`src/rtl/passgate_bus_arbiter_pkg.sv`:
```
// passgate_pkg: state encoding and round-robin pick helper shared by the pass-gate arbiter
package passgate_pkg;
    localparam int MAXN = 16;
    typedef enum logic [1:0] {ST_IDLE = 2'd0, ST_ON = 2'd1, ST_DEAD = 2'd2} state_t;
    typedef struct packed {
        logic       valid;
        logic [3:0] idx;
    } pick_t;
    // Walk downward so the candidate closest to ptr is written last and wins
    function automatic pick_t rr_pick(input logic [MAXN-1:0] req, input logic [3:0] ptr, input int n);
        pick_t p;
        int j;
        p = '0;
        for (int i = MAXN - 1; i >= 0; i--) begin
            j = (int'(ptr) + i) % n;
            if (i < n && req[j[3:0]]) begin
                p.valid = 1'b1;
                p.idx = j[3:0];
            end
        end
        return p;
    endfunction
endpackage

```
`src/rtl/passgate_bus_arbiter_if.sv`:
```
// passgate_bus_arbiter_if: request/grant and pass-gate control bundle
interface passgate_bus_arbiter_if #(parameter int N = 4);
    logic [N-1:0] req, gnt, nctrl, pctrl;
    logic busy, dead;
    modport master (input req, output gnt, nctrl, pctrl, busy, dead);
    modport slave (output req, input gnt, nctrl, pctrl, busy, dead);
endinterface

```
`src/rtl/passgate_bus_arbiter_picker.sv`:
```
// rr_picker: first set request at or after ptr, searching upward modulo N
module rr_picker import passgate_pkg::*; #(parameter int N = 4) (
    input  logic [N-1:0] req,
    input  logic [3:0]   ptr,
    output logic         valid,
    output logic [3:0]   idx
);
    pick_t p;
    assign p = rr_pick(MAXN'(req), ptr, N);
    assign valid = p.valid;
    assign idx = p.idx;
endmodule

```
`src/rtl/passgate_bus_arbiter.sv`:
```
// passgate_bus_arbiter: round-robin owner select for a shared pass-gate net with break-before-make gaps
module passgate_bus_arbiter import passgate_pkg::*; #(
    parameter int N = 4,
    parameter int DEAD = 2,
    parameter int MAXHOLD = 8
) (
    input logic clk,
    input logic rstn,
    passgate_bus_arbiter_if.master bus
);
    localparam int IW = $clog2(N);
    state_t state;
    logic [IW-1:0] owner, ptr;
    logic [N-1:0] gnt;
    logic [31:0] hcnt, dcnt;
    logic pick_valid, arb, rel;
    logic [3:0] pick_idx;
    rr_picker #(.N(N)) u_pick (.req(bus.req), .ptr(4'(ptr)), .valid(pick_valid), .idx(pick_idx));
    assign arb = state == ST_IDLE || (state == ST_DEAD && dcnt == 0);
    assign rel = !bus.req[owner] || (MAXHOLD != 0 && hcnt == 32'(MAXHOLD - 1));
    always_ff @(posedge clk) begin
        if (!rstn) begin
            state <= ST_IDLE;
            owner <= '0;
            ptr <= '0;
            gnt <= '0;
            hcnt <= '0;
            dcnt <= '0;
        end else if (arb) begin
            state <= pick_valid ? ST_ON : ST_IDLE;
            owner <= pick_valid ? pick_idx[IW-1:0] : owner;
            gnt <= pick_valid ? N'(1) << pick_idx : '0;
            hcnt <= '0;
        end else if (state == ST_ON) begin
            if (rel) begin
                state <= ST_DEAD;
                gnt <= '0;
                ptr <= owner == IW'(N - 1) ? '0 : owner + 1'b1;
                dcnt <= 32'(DEAD - 1);
            end else begin
                hcnt <= hcnt + 1;
            end
        end else begin
            dcnt <= dcnt - 1;
        end
    end
    assign bus.gnt = gnt;
    assign bus.nctrl = gnt;
    assign bus.pctrl = ~gnt;
    assign bus.busy = state == ST_ON;
    assign bus.dead = state == ST_DEAD;
endmodule
```
`src/flat_wrapper.sv`:
```
// flat-port wrapper written by rule: the top's interface ports become plain ports
module passgate_bus_arbiter_flat import passgate_pkg::*;
#(
    parameter int N = 4,
    parameter int DEAD = 2,
    parameter int MAXHOLD = 8
)
  (clk, rstn, bus_req, bus_gnt, bus_nctrl, bus_pctrl, bus_busy, bus_dead);
  passgate_bus_arbiter_if #(.N(N)) bus_i ();
  input logic clk;
  input logic rstn;
  input wire logic [$bits(bus_i.req)-1:0] bus_req;
  output wire logic [$bits(bus_i.gnt)-1:0] bus_gnt;
  output wire logic [$bits(bus_i.nctrl)-1:0] bus_nctrl;
  output wire logic [$bits(bus_i.pctrl)-1:0] bus_pctrl;
  output wire logic [$bits(bus_i.busy)-1:0] bus_busy;
  output wire logic [$bits(bus_i.dead)-1:0] bus_dead;
  assign bus_i.req = bus_req;
  assign bus_gnt = bus_i.gnt;
  assign bus_nctrl = bus_i.nctrl;
  assign bus_pctrl = bus_i.pctrl;
  assign bus_busy = bus_i.busy;
  assign bus_dead = bus_i.dead;
  passgate_bus_arbiter #(.N(N), .DEAD(DEAD), .MAXHOLD(MAXHOLD)) u_core (.clk(clk), .rstn(rstn), .bus(bus_i));
endmodule
```
`config.mk`:
```
export PLATFORM = sky130hd
export DESIGN_NAME = passgate_bus_arbiter_flat
export DESIGN_NICKNAME = d
export VERILOG_FILES = /design/src/rtl/passgate_bus_arbiter_pkg.sv /design/src/rtl/passgate_bus_arbiter_if.sv /design/src/rtl/passgate_bus_arbiter_picker.sv /design/src/rtl/passgate_bus_arbiter.sv /design/src/flat_wrapper.sv
export SDC_FILE = /design/constraint.sdc
export NUM_CORES = 1
export LEC_CHECK = 0
export CORE_UTILIZATION = 60
export CTS_CLUSTER_DIAMETER = 100
export DETAILED_ROUTE_END_ITERATION = 6
export GPL_ROUTABILITY_DRIVEN = 0
export PLACE_DENSITY = 0.9
export SLEW_MARGIN = 0
export SYNTH_ARGS = -nofsm -noshare
export SYNTH_HDL_FRONTEND = slang
export SYNTH_SLANG_ARGS = --single-unit
export TNS_END_PERCENT = 10
```
`constraint.sdc`:
```
create_clock -name clk -period 2.8 [get_ports clk]
set_input_delay 0.28 -clock clk [delete_from_list [all_inputs] [get_ports clk]]
set_output_delay 0.28 -clock clk [all_outputs]
set_load 0.02 [all_outputs]
```
* Yosys cells after proc, flatten, opt, wreduce, memory -nomap -nowiden *
Index checks and enable logic that the tools add are counted.

operators by class
  equality and inequality tests = 5
  shift operators = 1
  muxes and demuxes = 25
  bitwise operators = 7
  $add $sub $neg = 6
  reduce and logical (&&, ||, !) cells = 17
  magnitude comparators = 5

operator list
  operator                                               number
  2-to-1 mux 32 bit                                      2
  adder 32 x 1 -> 32 bit (second input constant)         1
  equality test 32 x 3 -> 1 bit (second input constant)  1
  logical NOT 32 bit                                     1
  subtractor 32 x 1 -> 32 bit (second input constant)    1
  2-to-1 mux 5 bit                                       4
  2-to-1 mux 4 bit                                       4
  < comparator 4 x 5 -> 1 bit (second input constant)    3
  binary-select mux 1 bit (select 3 bit)                 3
  2-to-1 mux 2 bit                                       4
  AND reduction 2 bit                                    4
  OR reduction 2 bit                                     4
  2-to-1 mux 1 bit                                       6
  < comparator 2 x 5 -> 1 bit (second input constant)    1
  adder 2 x 1 -> 2 bit (second input constant)           2
  adder 2 bit (second input constant)                    2
  binary-select mux 1 bit (select 2 bit)                 2
  equality test 2 bit (second input constant)            2
  NOT 4 bit                                              1
  nonzero test 2 bit                                     2
  << shifter 1 x 4 -> 4 bit (first input constant)       1
  bitwise AND 1 bit (first input constant)               3
  < comparator 2 x 3 -> 1 bit (second input constant)    1
  NOT 1 bit                                              3
  other kinds (7)                                        8

word-level totals
  bits in registers = 74
  logic and storage cells = 72

* Depth between registers and ports, before layout *
  depth after elaboration = 12
  gate-level depth with buffers = 10
  gate-level depth less buffers = 7

* Modules after synthesis *
From an unflattened synthesis, not the netlist that was laid out.

second synthesis, totals
  cell total of the unflattened synthesis = 474
  area total of the unflattened synthesis = 3,920.0 um^2

by module, submodules not included
  module                area an instance (um^2)  cells each  sequential area each (um^2)  instances
  passgate_bus_arbiter  3,823.7                  456         1,481.4                      1
  rr_picker             96.3                     18          0.0                          1

* Worst setup path after synthesis *
Ideal clock, no wire load.

  path kind = reg-to-reg
  start point = register u_core.state[1]
  end point = register u_core.dcnt[8]
  stages on the path, launching flop included = 10
  library setup time = 0.122 ns
  arrival = 2.181 ns
  data required time = 2.678 ns
  path buffers = 2
  path slack = 0.497 ns
  cells stage by stage = dfxtp_1 buf_2 inv_1 nand2_1 clkinv_1 and2_1 o21ai_1 clkbuf_1 a21oi_1 a221o_1

on the way
  elaborated cells between the ends (all ways) = 9

RTL lines
  element                                  line                        RTL
  start, declared                          passgate_bus_arbiter.sv:12  state_t state;
  start signal, assigned                   passgate_bus_arbiter.sv:30  state <= pick_valid ? ST_ON : ST_IDLE;
  equality test 2 x 1 -> 1 bit (*)         --
  named net bus_busy                       flat_wrapper.sv:16          output wire logic [$bits(bus_i.busy)-1:0] bus_busy;
  != test 2 x 1 -> 1 bit (no source line)  --
  AND reduction 2 bit (no source line)     --
  end signal, assigned                     passgate_bus_arbiter.sv:39  dcnt <= 32'(DEAD - 1);
  end signal, assigned                     passgate_bus_arbiter.sv:44  dcnt <= dcnt - 1;
  end, declared                            passgate_bus_arbiter.sv:15  logic [31:0] hcnt, dcnt;

Mark *: on every way through the listed nets, which the timed path passes. The rest lies on a longest branch.
A chain may end at the register's enable or synchronous reset.

* Worst setup path after layout *
  start point = register u_core.dcnt[4]
  end point = register u_core.dcnt[20]

on the way
  longest elaborated chain between the ends = 5
  elaborated cells between the ends (all ways) = 7

RTL lines
  element
  parallel branches: the longest is 5 deep, another holds subtractor 32 x 1 -> 32 bit

Several ways; the timed one is not identified.

==> results.md <==
- Overall power: 0.00582 W
- Number of iterations in the first detailed-routing pass: 5
- Syn_area_per_cell: 8.09 µm²
- CP top delay family: simple AND/OR/NAND/NOR gates
- R2R depth: 6
- Global-route wire length before repair: 18,400 µm
- Cells after Synth: 516
- Worst Skew: 0.00612 ns
- Synth area leaders: dfxtp_1, a21oi_1, or4_1
- CP max-delay cell: or4_1
- Slew Limit Fails: 0
- Most common cell in the netlist: dfxtp_1
- Critical Path RT: 3.07 ns
- Vias in the first global route: 3,947
- Hold path start: u_core.dcnt[29]
- CP Buf/Inv Count: 1
- Post-route ant nets: 0
- End of the worst hold path: u_core.dcnt[29]
- Yosys warning count: 0
- Total of max-cap violations: 0
- Reg-to-Reg End: u_core.dcnt[20]
- Worst min-delay path class: reg2reg
- Full die area: 0.00730 mm²
- Area Growth Syn to Fin: 12.8%
- 1st-iter DRT viols: 406
- FMAX: 0.381 GHz
- Vias per cell: 7.08
- Setup Viol. Count Final: 0
- Register bit total from synthesis: 74
- CTS sink cnt: 74
- Row cnt: 30
- Initial antenna violation count: 0
- Worst-path cell chain: or4_1 > nor4_4 > buf_4 > a31o_2 > o21ai_2 > o21ai_0
- Post-Route WL: 11,200 µm
- Final hold viol count: 0
- Crit path max fanout: 12
- Height of the die: 85.4 µm
- EDFF count, synth: 0
- Largest net degree at the start of global routing: 21
- Starting Density: 0.618
- Worst slew pin tran: 0.679 ns
- Routed vias: 4,409
- H-tree lvl count: 3
- Worst Hold Path Cells: 1
- Crit path capture type: register
- Lkg Pwr: 1.55 nW
- Synth top cells by count: dfxtp_1, a21oi_1, nand2_1
- Asr flop ratio synth: 0
- Later-pin clock latency in the skew report: 0.35 ns
- Setup slack, reg-to-reg: 0.18 ns
- Final net count: 547
- Period utilization: 0.936
- Post_cts resized: 0
- Post-synthesis net count: 525
- Sequential cell area fraction in the yosys report: 0.355
- FF-to-FF Start: u_core.dcnt[4]
- CTS hold repair buffers: 0
- PD cells: 1230 mW/mm²
- Root buf cell: clkbuf_8
- Die X: 85.4 µm
- Worst EP arrival: 2.89 ns
- Dpl hpwl: 7860 µm
- Yosys top cell by area: dfxtp_1
- Critical path type: reg2reg
- Fraction of layout cells with a size suffix above 1: 0.109
- Largest stage delay, worst path: 0.73 ns
- Clock buffer depth: 2
- Port bufs: 19
- Reg clk slew, reported paths: 0.08 ns
- Filler Cells Inserted: 550
- CTS tree: yes
- Ant diodes: 0
- Max VDD drop: 1130 µV
- Post-Synthesis Cell Area: 0.00418 mm²
- # Post-CTS Setup Buffers: 0
- TritonCTS Buffers: 9
- Number of library cell types mapped by synthesis: 74
- DRC Markers: 0
- Gr ovfl total: 0
- Fin crit period: 2.62 ns
- Post-synth top area share: 0.355
- Worst slew margin: 0.543
- Unrepaired setup endpoints after global routing: no
- Setup TNS: 0 ns
- Startpoint Class: register
- Core Region: 0.00676 mm²
- Drt wl/cell: 18.0 µm
- Run status: finished clean
- Total track usage: 0.313
- Synth Flop Type: dfxtp_1
- IO Count: 20
-- worst register-to-register path: stages (launching register included) --
cell and delay, ns:
dfxtp_1 0.38, or4_1 0.73, nor4_4 0.45, buf_4 0.21, a31o_2 0.33, o21ai_2 0.21
o21ai_0 0.23
-- cell usage in the layout, fill, tap and decap left out, types with 3 or more instances in the layout --
master,netlist,final
nor2_1,29,29
buf_4,5,23
nand2b_1,4,4
o22ai_1,5,5
o31a_1,3,3
clkbuf_8,0,10
dfxtp_1,74,74
a311oi_1,3,3
o21ai_0,28,28
o311a_1,3,3
a21oi_1,42,42
inv_1,24,24
ha_1,3,3
or2_2,3,3
o21a_1,4,4
nor4_1,19,19
a211o_1,3,3
a31oi_1,13,13
o211ai_1,4,4
nand4_1,22,22
nor3_1,18,18
or4_1,24,24
and2_1,3,3
clkdlybuf4s50_1,0,19
and4_1,6,6
nand3_1,17,17
or3_1,16,16
nand2_1,32,32
o31ai_1,16,16
and3_1,7,7
-- cell families (layout without fill, tap and decap cells) --
group           Yosys count  in the layout  synth area share
compound gates          157            157             0.252
xor+xnor                  4              4           0.00839
fa+ha+maj                 3              3           0.00899
buf+inv                  58             85            0.0605
flops                    74             74             0.355
mux                       4              4            0.0129
simple gates            216            216             0.303
-- power by group --
part	leakage, nW	total (W)	switching, W	internal (W)
registers	0.600	0.00153	0.000262	0.00126
clock network	0.103	0.000858	0.000421	0.000438
logic	0.851	0.00343	0.00223	0.00120
-- registers in the layout, summed over array words and instances, names as in the netlist --
signal / cells
u_core.dcnt: 32
u_core.hcnt: 32
u_core.bus.gnt: 4
u_core.owner: 2
u_core.ptr: 2
u_core.state: 2
-- how the worst max path moves through the flow --
stage                          startpoint         endpoint  slack [ns]  cells after the start
after floorplan           u_core.state[1]   u_core.dcnt[8]        0.50                      9
after global placement         bus_req[0]  u_core.hcnt[16]        0.30                      7
after detailed placement       bus_req[0]  u_core.hcnt[14]        0.16                      7
after CTS                  u_core.hcnt[0]   u_core.hcnt[6]        0.18                      7
after global routing       u_core.dcnt[4]  u_core.dcnt[20]        0.05                      6
final                      u_core.dcnt[4]  u_core.dcnt[20]        0.18                      6
-- cell type report --
| class | instances | area (µm²) | area share |
|---|---|---|---|
| Timing Repair Buffer | 43 | 383 | 0.0813 |
| Multi-Input combinational cell | 384 | 2450 | 0.519 |
| Clock buffer | 10 | 138 | 0.0292 |
| Sequential cell | 74 | 1480 | 0.314 |
| Clock inverter | 6 | 65.1 | 0.0138 |
| Inverter | 26 | 97.6 | 0.0207 |
| Tap cell | 80 | 100 | 0.0212 |
-- per-stage QoR --
| step | hold WS (ns) | utilization | instance area [µm²] | setup slack (ns) | std cells |
|---|---|---|---|---|---|
| 3_3_place_gp | 0.455 | 0.663 | 4480 | 0.302 | 605 |
| 5_1_grt | 0.509 | 0.697 | 4710 | 0.0463 | 623 |
| 2_1_floorplan | 0.426 | - | 4180 | 0.497 | 516 |
| 3_5_place_dp | 0.460 | 0.663 | 4480 | 0.160 | 605 |
| 6_report | 0.475 | 0.697 | 4710 | 0.178 | 623 |
| 4_1_cts | 0.475 | 0.693 | 4680 | 0.185 | 621 |
-- layer usage --
metal / share of wire / vias up / track usage
li1: - / 2076 / -
met1: 0.41 / 2077 / 0.394
met2: 0.48 / 213 / 0.525
met3: 0.080 / 43 / 0.0632
met4: 0.027 / 0 / 0.127
met5: 0 / - / 0
(Power assumes the default switching activity.)
